## src/rtl/pipe_pkg.sv

```systemverilog
// Shared opcode and FSM encodings for the RV32 pipeline sequencing logic,
// plus the scoreboard source-match helper.
package pipe_pkg;

    localparam logic [6:0] OP_LW   = 7'b0000011;
    localparam logic [6:0] OP_ADDI = 7'b0010011;
    localparam logic [6:0] OP_R    = 7'b0110011;
    localparam logic [6:0] OP_SW   = 7'b0100011;
    localparam logic [6:0] OP_BEQ  = 7'b1100011;

    typedef enum logic [1:0] {
        ST_IDLE  = 2'd0,
        ST_RUN   = 2'd1,
        ST_MWAIT = 2'd2
    } state_e;

    // True when a valid scoreboard slot writes a register the ID instruction actually reads.
    function automatic logic src_hit(input logic       slot_v,
                                     input logic [4:0] slot_rd,
                                     input logic       use_rs1,
                                     input logic [4:0] rs1,
                                     input logic       use_rs2,
                                     input logic [4:0] rs2);
        return slot_v && ((use_rs1 && (rs1 == slot_rd)) || (use_rs2 && (rs2 == slot_rd)));
    endfunction

endpackage

```

## src/rtl/pipe_instr_decode.sv

```systemverilog
// Combinational IF/ID decode: register fields and read/write usage flags.
// x0 is folded into the flags, so a zero source or destination never matches.
module pipe_instr_decode
    import pipe_pkg::*;
(
    input  logic [31:0] instr,
    output logic [4:0]  rs1,
    output logic [4:0]  rs2,
    output logic [4:0]  rd,
    output logic        uses_rs1,
    output logic        uses_rs2,
    output logic        writes_rd,
    output logic        is_load,
    output logic        is_br
);

    logic [6:0] opcode;
    logic       unused_instr_bits;

    assign opcode            = instr[6:0];
    assign rd                = instr[11:7];
    assign rs1               = instr[19:15];
    assign rs2               = instr[24:20];
    assign unused_instr_bits = ^{instr[31:25], instr[14:12]};

    always_comb begin
        uses_rs1  = 1'b0;
        uses_rs2  = 1'b0;
        writes_rd = 1'b0;
        is_load   = 1'b0;
        is_br     = 1'b0;
        case (opcode)
            OP_LW: begin
                writes_rd = 1'b1;
                uses_rs1  = 1'b1;
                is_load   = 1'b1;
            end
            OP_ADDI: begin
                writes_rd = 1'b1;
                uses_rs1  = 1'b1;
            end
            OP_R: begin
                writes_rd = 1'b1;
                uses_rs1  = 1'b1;
                uses_rs2  = 1'b1;
            end
            OP_SW: begin
                uses_rs1 = 1'b1;
                uses_rs2 = 1'b1;
            end
            OP_BEQ: begin
                uses_rs1 = 1'b1;
                uses_rs2 = 1'b1;
                is_br    = 1'b1;
            end
            default: ;
        endcase
        if (rd == 5'd0)  writes_rd = 1'b0;
        if (rs1 == 5'd0) uses_rs1  = 1'b0;
        if (rs2 == 5'd0) uses_rs2  = 1'b0;
    end

endmodule

```

## src/rtl/pipe_hazard_ctrl.sv

```systemverilog
// Pipeline sequencing controller: start-up, load-use/branch-operand stalls, taken-branch
// flush and data-memory wait. Build option PIPE_FWD_EN selects the forwarding-aware hazard set.
//
//  state    | meaning
//  ---------+-------------------------------------------------
//  ST_IDLE  | core not started, all enables low
//  ST_RUN   | pipeline advancing, stalling or flushing
//  ST_MWAIT | data memory busy, whole pipeline frozen
module pipe_hazard_ctrl
    import pipe_pkg::*;
#(
    parameter int CNT_W = 16
) (
    input  logic             clk_i,
    input  logic             rst_i,
    input  logic             start_i,
    input  logic [31:0]      instr_i,
    input  logic             branch_taken_i,
    input  logic             dmem_busy_i,
    output logic             pc_we_o,
    output logic             ifid_we_o,
    output logic             ifid_flush_o,
    output logic             idex_bubble_o,
    output logic             back_we_o,
    output logic [1:0]       state_o,
    output logic [CNT_W-1:0] stall_cnt_o
);

    state_e state_q, state_d;

    logic [4:0] dec_rs1, dec_rs2, dec_rd;
    logic       dec_uses_rs1, dec_uses_rs2, dec_writes_rd, dec_is_load, dec_is_br;

    logic       ex_v_q, ex_load_q, mem_v_q, mem_load_q;
    logic [4:0] ex_rd_q, mem_rd_q;
    logic       ex_hit, mem_hit, stall;
    logic       sb_adv, cnt_inc;
    logic [CNT_W-1:0] stall_cnt_q;

    pipe_instr_decode u_decode (
        .instr     (instr_i),
        .rs1       (dec_rs1),
        .rs2       (dec_rs2),
        .rd        (dec_rd),
        .uses_rs1  (dec_uses_rs1),
        .uses_rs2  (dec_uses_rs2),
        .writes_rd (dec_writes_rd),
        .is_load   (dec_is_load),
        .is_br     (dec_is_br)
    );

    assign ex_hit  = src_hit(ex_v_q, ex_rd_q, dec_uses_rs1, dec_rs1, dec_uses_rs2, dec_rs2);
    assign mem_hit = src_hit(mem_v_q, mem_rd_q, dec_uses_rs1, dec_rs1, dec_uses_rs2, dec_rs2);

`ifdef PIPE_FWD_EN
    // Only a load in EX, or a branch comparing in ID before the value reaches a forward path.
    assign stall = (ex_hit & ex_load_q) | (dec_is_br & (ex_hit | (mem_hit & mem_load_q)));
`else
    logic unused_mem_load;
    assign unused_mem_load = mem_load_q;
    assign stall = ex_hit | mem_hit;
`endif

    always_ff @(posedge clk_i or negedge rst_i) begin
        if (!rst_i) state_q <= ST_IDLE;
        else        state_q <= state_d;
    end

    always_comb begin
        state_d       = state_q;
        pc_we_o       = 1'b0;
        ifid_we_o     = 1'b0;
        ifid_flush_o  = 1'b0;
        idex_bubble_o = 1'b0;
        back_we_o     = 1'b0;
        sb_adv        = 1'b0;
        cnt_inc       = 1'b0;
        case (state_q)
            ST_IDLE: begin
                if (start_i) state_d = ST_RUN;
            end
            ST_RUN: begin
                if (dmem_busy_i) begin
                    state_d = ST_MWAIT;
                    cnt_inc = 1'b1;
                end else if (stall) begin
                    idex_bubble_o = 1'b1;
                    back_we_o     = 1'b1;
                    sb_adv        = 1'b1;
                    cnt_inc       = 1'b1;
                end else begin
                    pc_we_o      = 1'b1;
                    ifid_we_o    = 1'b1;
                    back_we_o    = 1'b1;
                    ifid_flush_o = dec_is_br & branch_taken_i;
                    sb_adv       = 1'b1;
                end
            end
            ST_MWAIT: begin
                cnt_inc = 1'b1;
                if (!dmem_busy_i) state_d = ST_RUN;
            end
            default: state_d = ST_IDLE;
        endcase
    end

    // Shadow of the EX and MEM destination registers; a bubble enters EX as empty.
    always_ff @(posedge clk_i or negedge rst_i) begin
        if (!rst_i) begin
            ex_v_q     <= 1'b0;
            ex_rd_q    <= '0;
            ex_load_q  <= 1'b0;
            mem_v_q    <= 1'b0;
            mem_rd_q   <= '0;
            mem_load_q <= 1'b0;
        end else if (sb_adv) begin
            mem_v_q    <= ex_v_q;
            mem_rd_q   <= ex_rd_q;
            mem_load_q <= ex_load_q;
            ex_v_q     <= dec_writes_rd & ~idex_bubble_o;
            ex_rd_q    <= dec_rd;
            ex_load_q  <= dec_is_load & ~idex_bubble_o;
        end
    end

    always_ff @(posedge clk_i or negedge rst_i) begin
        if (!rst_i)                               stall_cnt_q <= '0;
        else if (cnt_inc && (stall_cnt_q != '1))  stall_cnt_q <= stall_cnt_q + CNT_W'(1);
    end

    assign state_o     = state_q;
    assign stall_cnt_o = stall_cnt_q;

endmodule
```

## config.mk

```make
export PLATFORM = sky130hd
export DESIGN_NAME = pipe_hazard_ctrl
export DESIGN_NICKNAME = d
export VERILOG_FILES = /design/src/rtl/pipe_pkg.sv /design/src/rtl/pipe_instr_decode.sv /design/src/rtl/pipe_hazard_ctrl.sv
export SDC_FILE = /design/constraint.sdc
export NUM_CORES = 1
export LEC_CHECK = 0
export ABC_AREA = 1
export BUFFER_PORTS_ARGS = -buffer_cell sky130_fd_sc_hd__buf_2
export CAP_MARGIN = 20
export CORE_MARGIN = 3
export CORE_UTILIZATION = 57
export CTS_BUF_LIST = sky130_fd_sc_hd__clkbuf_8
export CTS_CLUSTER_DIAMETER = 120
export DETAILED_ROUTE_END_ITERATION = 6
export PLACE_DENSITY_LB_ADDON = 0.15
export SYNTH_ARGS = -nofsm -noshare
export SYNTH_HDL_FRONTEND = slang
export SYNTH_SLANG_ARGS = --single-unit
```

## constraint.sdc

```tcl
create_clock -name clk_i -period 2.6 [get_ports clk_i]
set_clock_uncertainty 0.2 [all_clocks]
set_input_delay 0.52 -clock clk_i [delete_from_list [all_inputs] [get_ports clk_i]]
set_output_delay 0.52 -clock clk_i [all_outputs]
set_load 0.02 [all_outputs]
```

======== Word level (Yosys, flattened, before mapping) ========
Cells that the tools add are included.
storage, ports and cells
  input port bits ......................... 37
  register bits after elaboration ......... 30
  output and inout port bits .............. 23
cells by class
  reductions and logical operators ........ 17
  equality and inequality tests ........... 15
  multiplexer cells ....................... 24
  add/subtract/negate cells ............... 1
  bitwise gates (word level) .............. 4
operators by type and width
  cell                                                                   number
  5-bit equality test                                                    4
  1-bit two-way mux                                                      19
  16-bit by 1-bit adder with 16-bit output, second input constant        1
  16-bit != test, second input constant                                  1
  5-bit logical NOT                                                      3
  7-bit by 6-bit equality test with 1-bit output, second input constant  2
  7-bit by 2-bit equality test with 1-bit output, second input constant  1
  7-bit by 5-bit equality test with 1-bit output, second input constant  1
  7-bit equality test, second input constant                             1
  1-bit logical AND                                                      7
  2-bit two-way mux                                                      3
  2-bit != test, second input constant                                   3
  2-bit one-hot mux with 3 select lines                                  1
  3-bit OR reduction                                                     2
  5-bit OR reduction                                                     1
  3-bit AND reduction                                                    1
  1-bit AND                                                              2
  2-bit by 1-bit equality test with 1-bit output, second input constant  1
  2-bit equality test, second input constant                             1
  2-bit logical NOT                                                      1
  1-bit logical OR                                                       2
  1-bit one-hot mux with 2 select lines                                  1
  1-bit inverter                                                         1
  1-bit OR                                                               1

======== Logic depth before layout (Yosys ltp) ========
Gate-level depths: netlist (run 1).
  word-level depth ........................ 13
  mapped depth ............................ 15

======== Cells and area by module ========
A second synthesis (run 1) with hierarchy kept.
second synthesis, totals
  cells, all modules ...................... 335
  area total of the unflattened synthesis .. 2243.4 um^2
modules (own cells, without submodules)
  module             cells each  sequential area each (um^2)  area an instance (um^2)  times used
  pipe_hazard_ctrl   293         750.7                        1980.6                   1
  pipe_instr_decode  42          0.0                          262.8                    1

======== Least setup slack after synthesis (run 1) ========
OpenSTA, ideal clock, no wires.
  kind .................................... flip-flop to output port
  start point ............................. register state_q[1], in the netlist state_o[1]
  end point ............................... output port idex_bubble_o
  path buffers ............................ 1
  slack ................................... 0.183 ns
  arrival time ............................ 1.697 ns
  cell stages (with the launch flop) ...... 8
  cell sequence ........................... dfrtp_1 > inv_1 > ha_1 > inv_1 > nor2_1 > inv_1 > clkbuf_1 > a21oi_1
on the way
  longest elaborated chain between the ends .. 2
RTL lines
  item                                            line                    text
  start: declaration                              pipe_hazard_ctrl.sv:29  state_e state_q, state_d;
  start signal: assignment                        pipe_hazard_ctrl.sv:66  else state_q <= state_d;
  2-bit by 1-bit equality test with 1-bit output  pipe_hazard_ctrl.sv:78  case (state_q)
  1-bit two-way mux                               pipe_hazard_ctrl.sv:78
  end: declaration                                pipe_hazard_ctrl.sv:23  output logic idex_bubble_o,
No other way between the ends.

======== Worst setup path in the final report (run 1) ========
  start point ............................. input port instr_i[21]
  end point ............................... output port ifid_flush_o
on the way
  longest elaborated chain between the ends .. 9
  elaborated cells on any way between the ends .. 14
  those cells by class .................... 2 x eq/ne; 4 x mux; 1 x bitwise; 7 x reduce/logical
RTL lines
  item                   line                     text
  start: declaration     pipe_hazard_ctrl.sv:17   input logic [31:0] instr_i,
  5-bit logical NOT      pipe_instr_decode.sv:60  if (rs2 == 5'd0) uses_rs2 = 1'b0;
  1-bit two-way mux      pipe_instr_decode.sv:60
  1-bit logical AND      pipe_pkg.sv:24           return slot_v && ((use_rs1 && (rs1 == slot_rd)) || (use_rs2 && (rs2 == slot_rd)));
  1-bit logical OR       pipe_pkg.sv:24
  1-bit logical AND      pipe_pkg.sv:24
  1-bit OR (*)           pipe_hazard_ctrl.sv:61   assign stall = ex_hit | mem_hit;
  1-bit two-way mux (*)  pipe_hazard_ctrl.sv:86   end else if (stall) begin
  1-bit two-way mux (*)  pipe_hazard_ctrl.sv:83   if (dmem_busy_i) begin
  1-bit two-way mux (*)  pipe_hazard_ctrl.sv:78
  end: declaration       pipe_hazard_ctrl.sv:22   output logic ifid_flush_o,
Mark *: on every way between the ends. The rest lies on a longest branch, timed or not.

==> flow_summary.json, run 1 <==
{
  "postPlaceCellArea_sq_mm": 0.00226,
  "cp.arrival_ns": 1.77,
  "ys_warn_count": 0,
  "area_delta_synth_final_pct": 20.3,
  "clk_pin_slew_ns": 0.07,
  "htreeDepth": 2,
  "placement.io_buffers": 49,
  "start_kind": "input pin",
  "cts_setup_buffers": 0,
  "ys_ff_latch": 30,
  "grt_pass1_wl_um": 7590,
  "power_mw": 2.07,
  "setup_viol": 0,
  "fin_crit_ns": 2.49,
  "crit_start": "instr_i[21]",
  "drt_first_pass_iters": 4,
  "drv_slew": 0,
  "syn_inst": 261,
  "grt-ovfl-total": 0,
  "layout_commonest_cell": "nand2_1",
  "grt_pass1_vias": 1725,
  "hold_slack_ns": 0.0714,
  "ff2ff_path_depth": 7,
  "cap_violations": 0,
  "hold_buffers": 0,
  "rr_startpoint": "stall_cnt_o[0]",
  "crit_fanout": 4,
  "cp.required_ns": 1.88,
  "ant_nets": 0,
  "cts_made_buffers": 5,
  "tightestPinTransition_ns": 0.665,
  "fp.dieH_um": 65.1,
  "ys_top_cells_by_area": "dfrtp_1 38%, nand2_1 15%, xor2_1 8.8%",
  "ys_seq_area_frac": 0.378,
  "powerDensity_mw_per_mm2": 864,
  "clock_latency_ns": 0.28,
  "setup.worst_path.end": "ifid_flush_o",
  "design_area_sq_mm": 0.00239,
  "outcome": "finished, final reports clean",
  "antenna_found_initial": 0,
  "dieArea_sq_mm": 0.00423,
  "rrSetupSlack_ns": 0.42,
  "routed_via_density": 5.14,
  "avgSynthCellArea_sq_um": 7.62,
  "synth_cell_types": 30,
  "drive_gt1_frac": 0.234,
  "ios": 60,
  "fin_ws_ns": 0.115,
  "fin_crit_sh": 0.956,
  "irDropWorstVdd_mv": 0.867,
  "synth_area_sq_mm": 0.00199,
  "nets": 354,
  "synth.largest_area_cell": "dfrtp_1",
  "drt_iter0_drc": 116,
  "initial_utilization": 0.626,
  "drc": 0,
  "syn-num-nets": 303,
  "place_congestion": 0.840,
  "vias": 1830,
  "drt-total-wl_um": 4360,
  "die_w_um": 65.1,
  "coreArea_sq_mm": 0.00318,
  "cts_num_sinks": 30,
  "final_cell_mix": "79 x nand2_1, 48 x buf_2, 30 x dfrtp_1",
  "cts_tree": "built",
  "final_util": 0.752,
  "cp-end-kind": "primary output",
  "hpwlAfterDp_um": 3170,
  "clock_path_buffers": 2,
  "worstSetupPathType": "in -> out",
  "max_freq_mhz": 402,
  "n_antenna_cell": 0,
  "tns_ns": 0,
  "wire_per_inst_um": 12.2,
  "post_cts_resized": 0,
  "cts_root_buffer": "clkbuf_8",
  "synth_top_area_frac": 0.378,
  "leakage_nw": 1.32,
  "grt_max_degree": 31,
  "max_slew_margin": 0.557,
  "fin_cells": 356,
  "post-place-cells": 349,
  "reg2reg_to": "stall_cnt_o[7]",
  "worstHoldPathType": "in -> async",
  "hold_viol_final": 0,
  "pre_cts_slack_ns": 0.113,
  "num_rows": 20,
  "grt.total_usage": 0.228
}
==> logic make-up (layout without fill, tap and decap cells) <==
| kind of cell | after synthesis | after routing | synth area share |
|---|---|---|---|
| AO/OA/AOI/OAI | 16 | 16 | 0.0447 |
| XOR/XNOR | 32 | 32 | 0.141 |
| adder cells (fa/ha/maj) | 5 | 5 | 0.0315 |
| AND/OR/NAND/NOR | 145 | 145 | 0.335 |
| flip-flops | 30 | 30 | 0.378 |
| buffers and inverters | 33 | 84 | 0.0705 |
==> where the power goes <==
part           internal [mW]  leakage (nW)  switching [mW]
Combinational          0.318         0.866           0.541
Sequential             0.588         0.397           0.139
Clock                  0.306        0.0573           0.174
==> metal layers <==
layer,up-vias,share of wire,global-route usage,wire [um]
li1,935,-,-,-
met1,846,0.48,0.321,2110
met2,44,0.45,0.360,1980
met3,5,0.051,0.0381,221
met4,0,0.011,0.0699,48
met5,-,0,0,0
==> final cells by class <==
cell class / count / area, sq um
clock buffer: 6 / 82.6
fill: 267 / 787
sequential: 30 / 751
inverter: 25 / 93.8
multi-input combinational: 198 / 1110
timing repair buffer: 52 / 270
clock inverter: 1 / 30.0
tap: 44 / 55.1
==> critical path, stage by stage <==
cell	delay [ns]
buf_2	0.12
or2_0	0.23
nor2_1	0.11
nor2_1	0.06
nand3_1	0.08
nand2_1	0.08
nand2_2	0.08
nand3_2	0.09
inv_1	0.09
nand2_2	0.07
nor2_1	0.10
buf_4	0.15
==> flip-flops by register name, summed over array words and instances (netlist names) <==
signal,flops
state_o,2
mem_v_q,1
ex_rd_q,5
stall_cnt_o,16
ex_v_q,1
mem_rd_q,5
==> Yosys cell counts, drive strengths merged <==
| library cell | count |
|---|---|
| xnor2 | 12 |
| o22ai | 1 |
| clkbuf | 5 |
| nand2 | 84 |
| or2 | 2 |
| nor4 | 1 |
| ha | 5 |
| o311ai | 1 |
| or3 | 1 |
| a221oi | 1 |
| nor3 | 2 |
| nand4 | 19 |
| nand3 | 11 |
| a21oi | 3 |
| nor2 | 25 |
| xor2 | 20 |
| dfrtp | 30 |
| buf | 3 |
| o21ai | 10 |
| inv | 25 |
==> how the worst min path moves through the flow <==
stage / start / endpoint / slack [ns]
final: rst_i / stall_cnt_o[0] / 0.07
after global routing: rst_i / ex_rd_q[1] / 0.12
after CTS: rst_i / stall_cnt_o[5] / 0.1
after detailed placement: stall_cnt_o[1] / stall_cnt_o[1] / 0.31
after global placement: mem_v_q / mem_v_q / 0.29
after floorplan: rst_i / ex_rd_q[0] / 0.02
No activity file was read; power rests on OpenSTA's default activity.
==> run 2: changes to the inputs <==
- CORE_UTILIZATION: 57 -> 59
- SYNTH_HIERARCHICAL: not set -> 1
==> run 2 against run 1 <==
First-iteration DRC count up 120%. Flip-flop and latch count unchanged. Routed wire length up 16%. Critical path depth grew 4. Highest routed layer unchanged. Largest power group unchanged. Combinational power rose by 14%. Non-clock buffer count grew 9. Critical endpoint is now pc_we_o. Register-to-register slack is essentially flat. Final cell count up 20%. Hold slack worse by 0.0069 ns. Cell area grew 9.6%. Largest cell class unchanged. Sequential power down 2%.
==> flow_summary.json, run 2 <==
{
  "worstHoldPathType": "in -> async",
  "routed_via_density": 4.97,
  "path_delay_family": "simple AND/OR/NAND/NOR gates",
  "leakage_nw": 1.45,
  "postPlaceCellArea_sq_mm": 0.00243,
  "path_buf_inv": 5,
  "irDropWorstVdd_mv": 0.762,
  "drv_slew": 0,
  "ys_warn_count": 6,
  "ios": 60,
  "crit_fanout": 3,
  "hpwlAfterDp_um": 3760,
  "grt_max_degree": 31,
  "fin_crit_sh": 0.989,
  "drt_first_pass_iters": 4,
  "design_area_sq_mm": 0.00262,
  "largest_reg_flops": 16,
  "cts_num_sinks": 30,
  "syn_inst": 334,
  "clock_path_buffers": 2,
  "drive_gt1_frac": 0.270,
  "fin_crit_ns": 2.57,
  "antenna_found_initial": 0,
  "cp.arrival_ns": 1.85,
  "crit_chain": "buf_6, inv_2, nand2_4, nor2_4, nand2_2, a21oi_2, nand2_1, nor2_1, nand3_1, nand2_1, nand2_2, nand3_2, inv_2, nand2_2, inv_2, buf_6",
  "area_delta_synth_final_pct": 17.0,
  "cp.required_ns": 1.88,
  "synth_area_sq_mm": 0.00224,
  "outcome": "finished, final reports clean",
  "grt_pass1_wl_um": 8650,
  "die_w_um": 67.6,
  "clock_latency_ns": 0.29,
  "cp_slowest_cell": "a21oi_2",
  "setup_viol": 0,
  "initial_utilization": 0.641,
  "pre_cts_slack_ns": -0.0302,
  "placement.io_buffers": 49,
  "drt-total-wl_um": 5070,
  "layout_commonest_cell": "nand2_1",
  "hold_buffers": 0,
  "worstSetupPathType": "in -> out",
  "fp.dieH_um": 67.6,
  "hold_viol_final": 0,
  "cts_made_buffers": 5,
  "grt-ovfl-total": 0,
  "final_cell_mix": "117 x nand2_1, 43 x buf_2, 36 x inv_1",
  "start_kind": "input pin",
  "max_slew_margin": 0.552,
  "coreArea_sq_mm": 0.00349,
  "avgSynthCellArea_sq_um": 6.71,
  "syn-num-nets": 375,
  "rsz0062_at_grt": "yes",
  "num_rows": 21,
  "cap_violations": 0,
  "dieArea_sq_mm": 0.00457,
  "clk_pin_slew_ns": 0.07,
  "powerDensity_mw_per_mm2": 796,
  "wire_per_inst_um": 11.9,
  "tns_ns": 0,
  "drt_iter0_drc": 255,
  "fin_ws_ns": 0.0281,
  "vias": 2122,
  "nets": 421,
  "cp-end-kind": "primary output",
  "final_util": 0.750,
  "ant_nets": 0,
  "max_stage_delay_ns": 0.16,
  "place_congestion": 0.932,
  "power_mw": 2.09,
  "n_antenna_cell": 0,
  "grt.total_usage": 0.250,
  "drc": 0,
  "cts_root_buffer": "clkbuf_8",
  "htreeDepth": 2,
  "tightestPinTransition_ns": 0.672,
  "max_freq_mhz": 389,
  "cts_tree": "built",
  "grt_pass1_vias": 2006
}
[run 2: path summary, 6_finish.rpt]
check / start / end / slack, ns / cells past startpoint
worst min-delay path: rst_i / stall_cnt_o[7] / 0.06 / 1
worst max-delay path: instr_i[2] / pc_we_o / 0.03 / 16
worst max register to register: mem_rd_q[0] / stall_cnt_o[2] / 0.43 / 16
worst min register to register: stall_cnt_o[9] / stall_cnt_o[9] / 0.33 / 2
max in group asynchronous: rst_i / stall_cnt_o[14] / 1.70 / 1
min in group clk_i: instr_i[8] / ex_rd_q[1] / 0.26 / 3
[run 2: final cells by class]
cell class | count | area (sq um)
tap | 46 | 57.6
fill | 296 | 873
clock buffer | 6 | 82.6
timing repair buffer | 61 | 373
inverter | 46 | 178
clock inverter | 2 | 12.5
sequential | 30 | 751
multi-input combinational | 236 | 1170
[run 2: layer usage]
layer | routed length, um | share of wire | global-route usage
met1 | 2330 | 0.46 | 0.339
met2 | 2360 | 0.47 | 0.392
met3 | 281 | 0.055 | 0.0466
met4 | 90 | 0.018 | 0.0937
met5 | 0 | 0 | 0
[run 2: timing repair]
action | 4_1_cts | 5_1_grt
buffers inserted | 1 | 3
setup endpoints to repair | 3 | 4
resized for setup | 5 | 16
pin swaps | 6 | 8
[run 2: report_power, final]
part | switching [mW] | internal, mW
clock | 0.186 | 0.212
sequential | 0.123 | 0.592
combinational | 0.637 | 0.337
total | 0.945 | 1.14
[run 2: worst reg2reg max path, stage by stage (launching register included)]
cell and delay [ns]:
dfrtp_1 0.37, inv_1 0.12, nand2_1 0.06, o21ai_0 0.08, nor2_1 0.06, nand3_1 0.10
nand2_2 0.06, nand2_2 0.07, nand3_2 0.08, buf_4 0.14, buf_4 0.12, buf_4 0.12
nand2_2 0.09, nand2_8 0.11, buf_4 0.18, nand3_1 0.07, nand2_1 0.05
[run 2: per-stage QoR]
| step | cells | hold WS (ns) |
|---|---|---|
| after floorplan | 334 | 0.0244 |
| after global placement | 415 | 0.276 |
| after detailed placement | 415 | 0.292 |
| after CTS | 424 | 0.0712 |
| after global routing | 427 | 0.107 |
| final | 427 | 0.0645 |
==> run 3: changes to the inputs <==
==> constraint.sdc (replaced) <==
create_clock -name clk_i -period 2.6 [get_ports clk_i]
set_clock_uncertainty 0.2 [all_clocks]
set_input_delay 0.26 -clock clk_i [delete_from_list [all_inputs] [get_ports clk_i]]
set_output_delay 0.26 -clock clk_i [all_outputs]
set_load 0.02 [all_outputs]
==> run 3 against run 2 <==
Via count is 3.6% lower. Sequential share of layout area is 1.7 points higher. Combinational power decreased by 8.1%. Worst setup slack better by 0.34 ns. Count of clock-buffer cells in the layout fell by 1. Global-route usage fell by 2.0 points. Critical path depth decreased by 8. Register-to-register slack better by 0.09 ns. Largest cell class unchanged. Highest routed layer unchanged.
==> flow_summary.json, run 3 (synthesis gave the netlist of run 2 again) <==
{
  "start_kind": "register",
  "max_slew_margin": 0.554,
  "grt_pass1_vias": 1870,
  "grt.total_usage": 0.230,
  "antenna_found_initial": 0,
  "irDropWorstVdd_mv": 0.734,
  "final_cell_mix": "121 x nand2_1, 49 x buf_2, 41 x inv_1",
  "ios": 60,
  "n_antenna_cell": 0,
  "cp.required_ns": 2.14,
  "max_freq_mhz": 447,
  "fin_crit_ns": 2.24,
  "coreArea_sq_mm": 0.00349,
  "leakage_nw": 1.39,
  "hold_viol_final": 0,
  "nets": 412,
  "largest_reg_flops": 16,
  "grtUsageMet3": 0.0449,
  "fp.dieH_um": 67.6,
  "clock_latency_ns": 0.28,
  "cap_violations": 0,
  "clock_path_buffers": 2,
  "layout_commonest_cell": "nand2_1",
  "fin_cells": 417,
  "rsz0062_at_grt": "no",
  "htreeDepth": 2,
  "dieArea_sq_mm": 0.00457,
  "top_usage_layer": "met2",
  "worstHoldPathType": "in -> reg",
  "num_rows": 21,
  "drt-total-wl_um": 4650,
  "pre_cts_slack_ns": 0.363,
  "initial_utilization": 0.641,
  "cts_setup_buffers": 0,
  "crit_fanout": 8,
  "power_mw": 1.95,
  "grt_max_degree": 31,
  "tns_ns": 0,
  "fin_ws_ns": 0.364,
  "worstSetupPathType": "reg -> out",
  "drc": 0,
  "drv_slew": 0,
  "min_to": "ex_rd_q[0]",
  "post-place-cells": 409,
  "hp-start": "instr_i[7]",
  "die_w_um": 67.6,
  "fill_cells": 314,
  "hold_slack_ns": 0.0150,
  "drt_iter0_drc": 147,
  "routed_via_density": 4.90,
  "cts_num_sinks": 30,
  "drive_gt1_frac": 0.221,
  "powerDensity_mw_per_mm2": 788,
  "cp-end-kind": "primary output",
  "outcome": "finished, final reports clean",
  "use_met2": 0.379,
  "hold-path-cell-count": 3,
  "cp.arrival_ns": 1.78,
  "fin_crit_sh": 0.860,
  "ff2ff_path_depth": 13,
  "wire_per_inst_um": 11.1,
  "drt_first_pass_iters": 4,
  "grt_use_met1": 0.310,
  "cts_root_buffer": "clkbuf_8",
  "place_congestion": 0.925,
  "tightestPinTransition_ns": 0.669,
  "vias": 2045,
  "reg2reg_to": "stall_cnt_o[13]",
  "hpwlAfterDp_um": 3620,
  "post_cts_resized": 0,
  "ant_nets": 0,
  "rr_startpoint": "stall_cnt_o[0]",
  "clk_pin_slew_ns": 0.06,
  "area_delta_synth_final_pct": 10.3,
  "grt_pass1_wl_um": 7990,
  "grt-ovfl-total": 0,
  "placement.io_buffers": 49,
  "cts_tree": "built",
  "setup_viol": 0,
  "rrSetupSlack_ns": 0.52,
  "cts_made_buffers": 5
}
-- run 3: repair_timing --
action / in CTS / in global routing
hold endpoints to repair: 30 / 0
hold buffers: 1 / 0
setup endpoints to repair: 0 / 0
-- run 3: per-stage QoR --
step                cell area [sq um]  utilization
global route                     2470        0.707
global placement                 2380        0.682
floorplan                        2240            -
finish                           2470        0.707
CTS                              2470        0.707
detailed placement               2380        0.682
-- run 3: critical path: stages (launching register included) --
cell and delay, ns:
dfrtp_1 0.40, inv_1 0.10, ha_1 0.23, inv_1 0.05, nor2_1 0.16, buf_4 0.18
inv_1 0.06, a21oi_1 0.13, buf_2 0.18
-- run 3: worst max path at each step --
| stage | to | slack, ns | start |
|---|---|---|---|
| global placement | stall_cnt_o[1] | 0.41 | instr_i[2] |
| finish | idex_bubble_o | 0.36 | state_o[1] |
| detailed placement | stall_cnt_o[12] | 0.36 | instr_i[2] |
| global route | idex_bubble_o | 0.23 | state_o[1] |
| floorplan | idex_bubble_o | 0.66 | state_o[1] |
| CTS | idex_bubble_o | 0.37 | state_o[1] |
-- run 3: layer usage --
layer  up-vias  wire length, um
met5         -                0
met4         0               40
met3         5              218
met2        52             2130
met1       906             2260
li1       1082                -
-- run 3: report_power, final --
| group | switching (mW) | internal, mW |
|---|---|---|
| combinational | 0.609 | 0.286 |
| sequential | 0.122 | 0.592 |
| clock | 0.162 | 0.176 |
| total | 0.893 | 1.05 |
-- run 3: cell type report --
class | count | area, sq um | share of cell area
multi-input combinational | 236 | 1140 | 0.462
sequential | 30 | 751 | 0.304
timing repair buffer | 52 | 270 | 0.109
inverter | 46 | 175 | 0.0709
clock buffer | 5 | 68.8 | 0.0278
tap | 46 | 57.6 | 0.0233
clock inverter | 2 | 7.51 | 0.00304
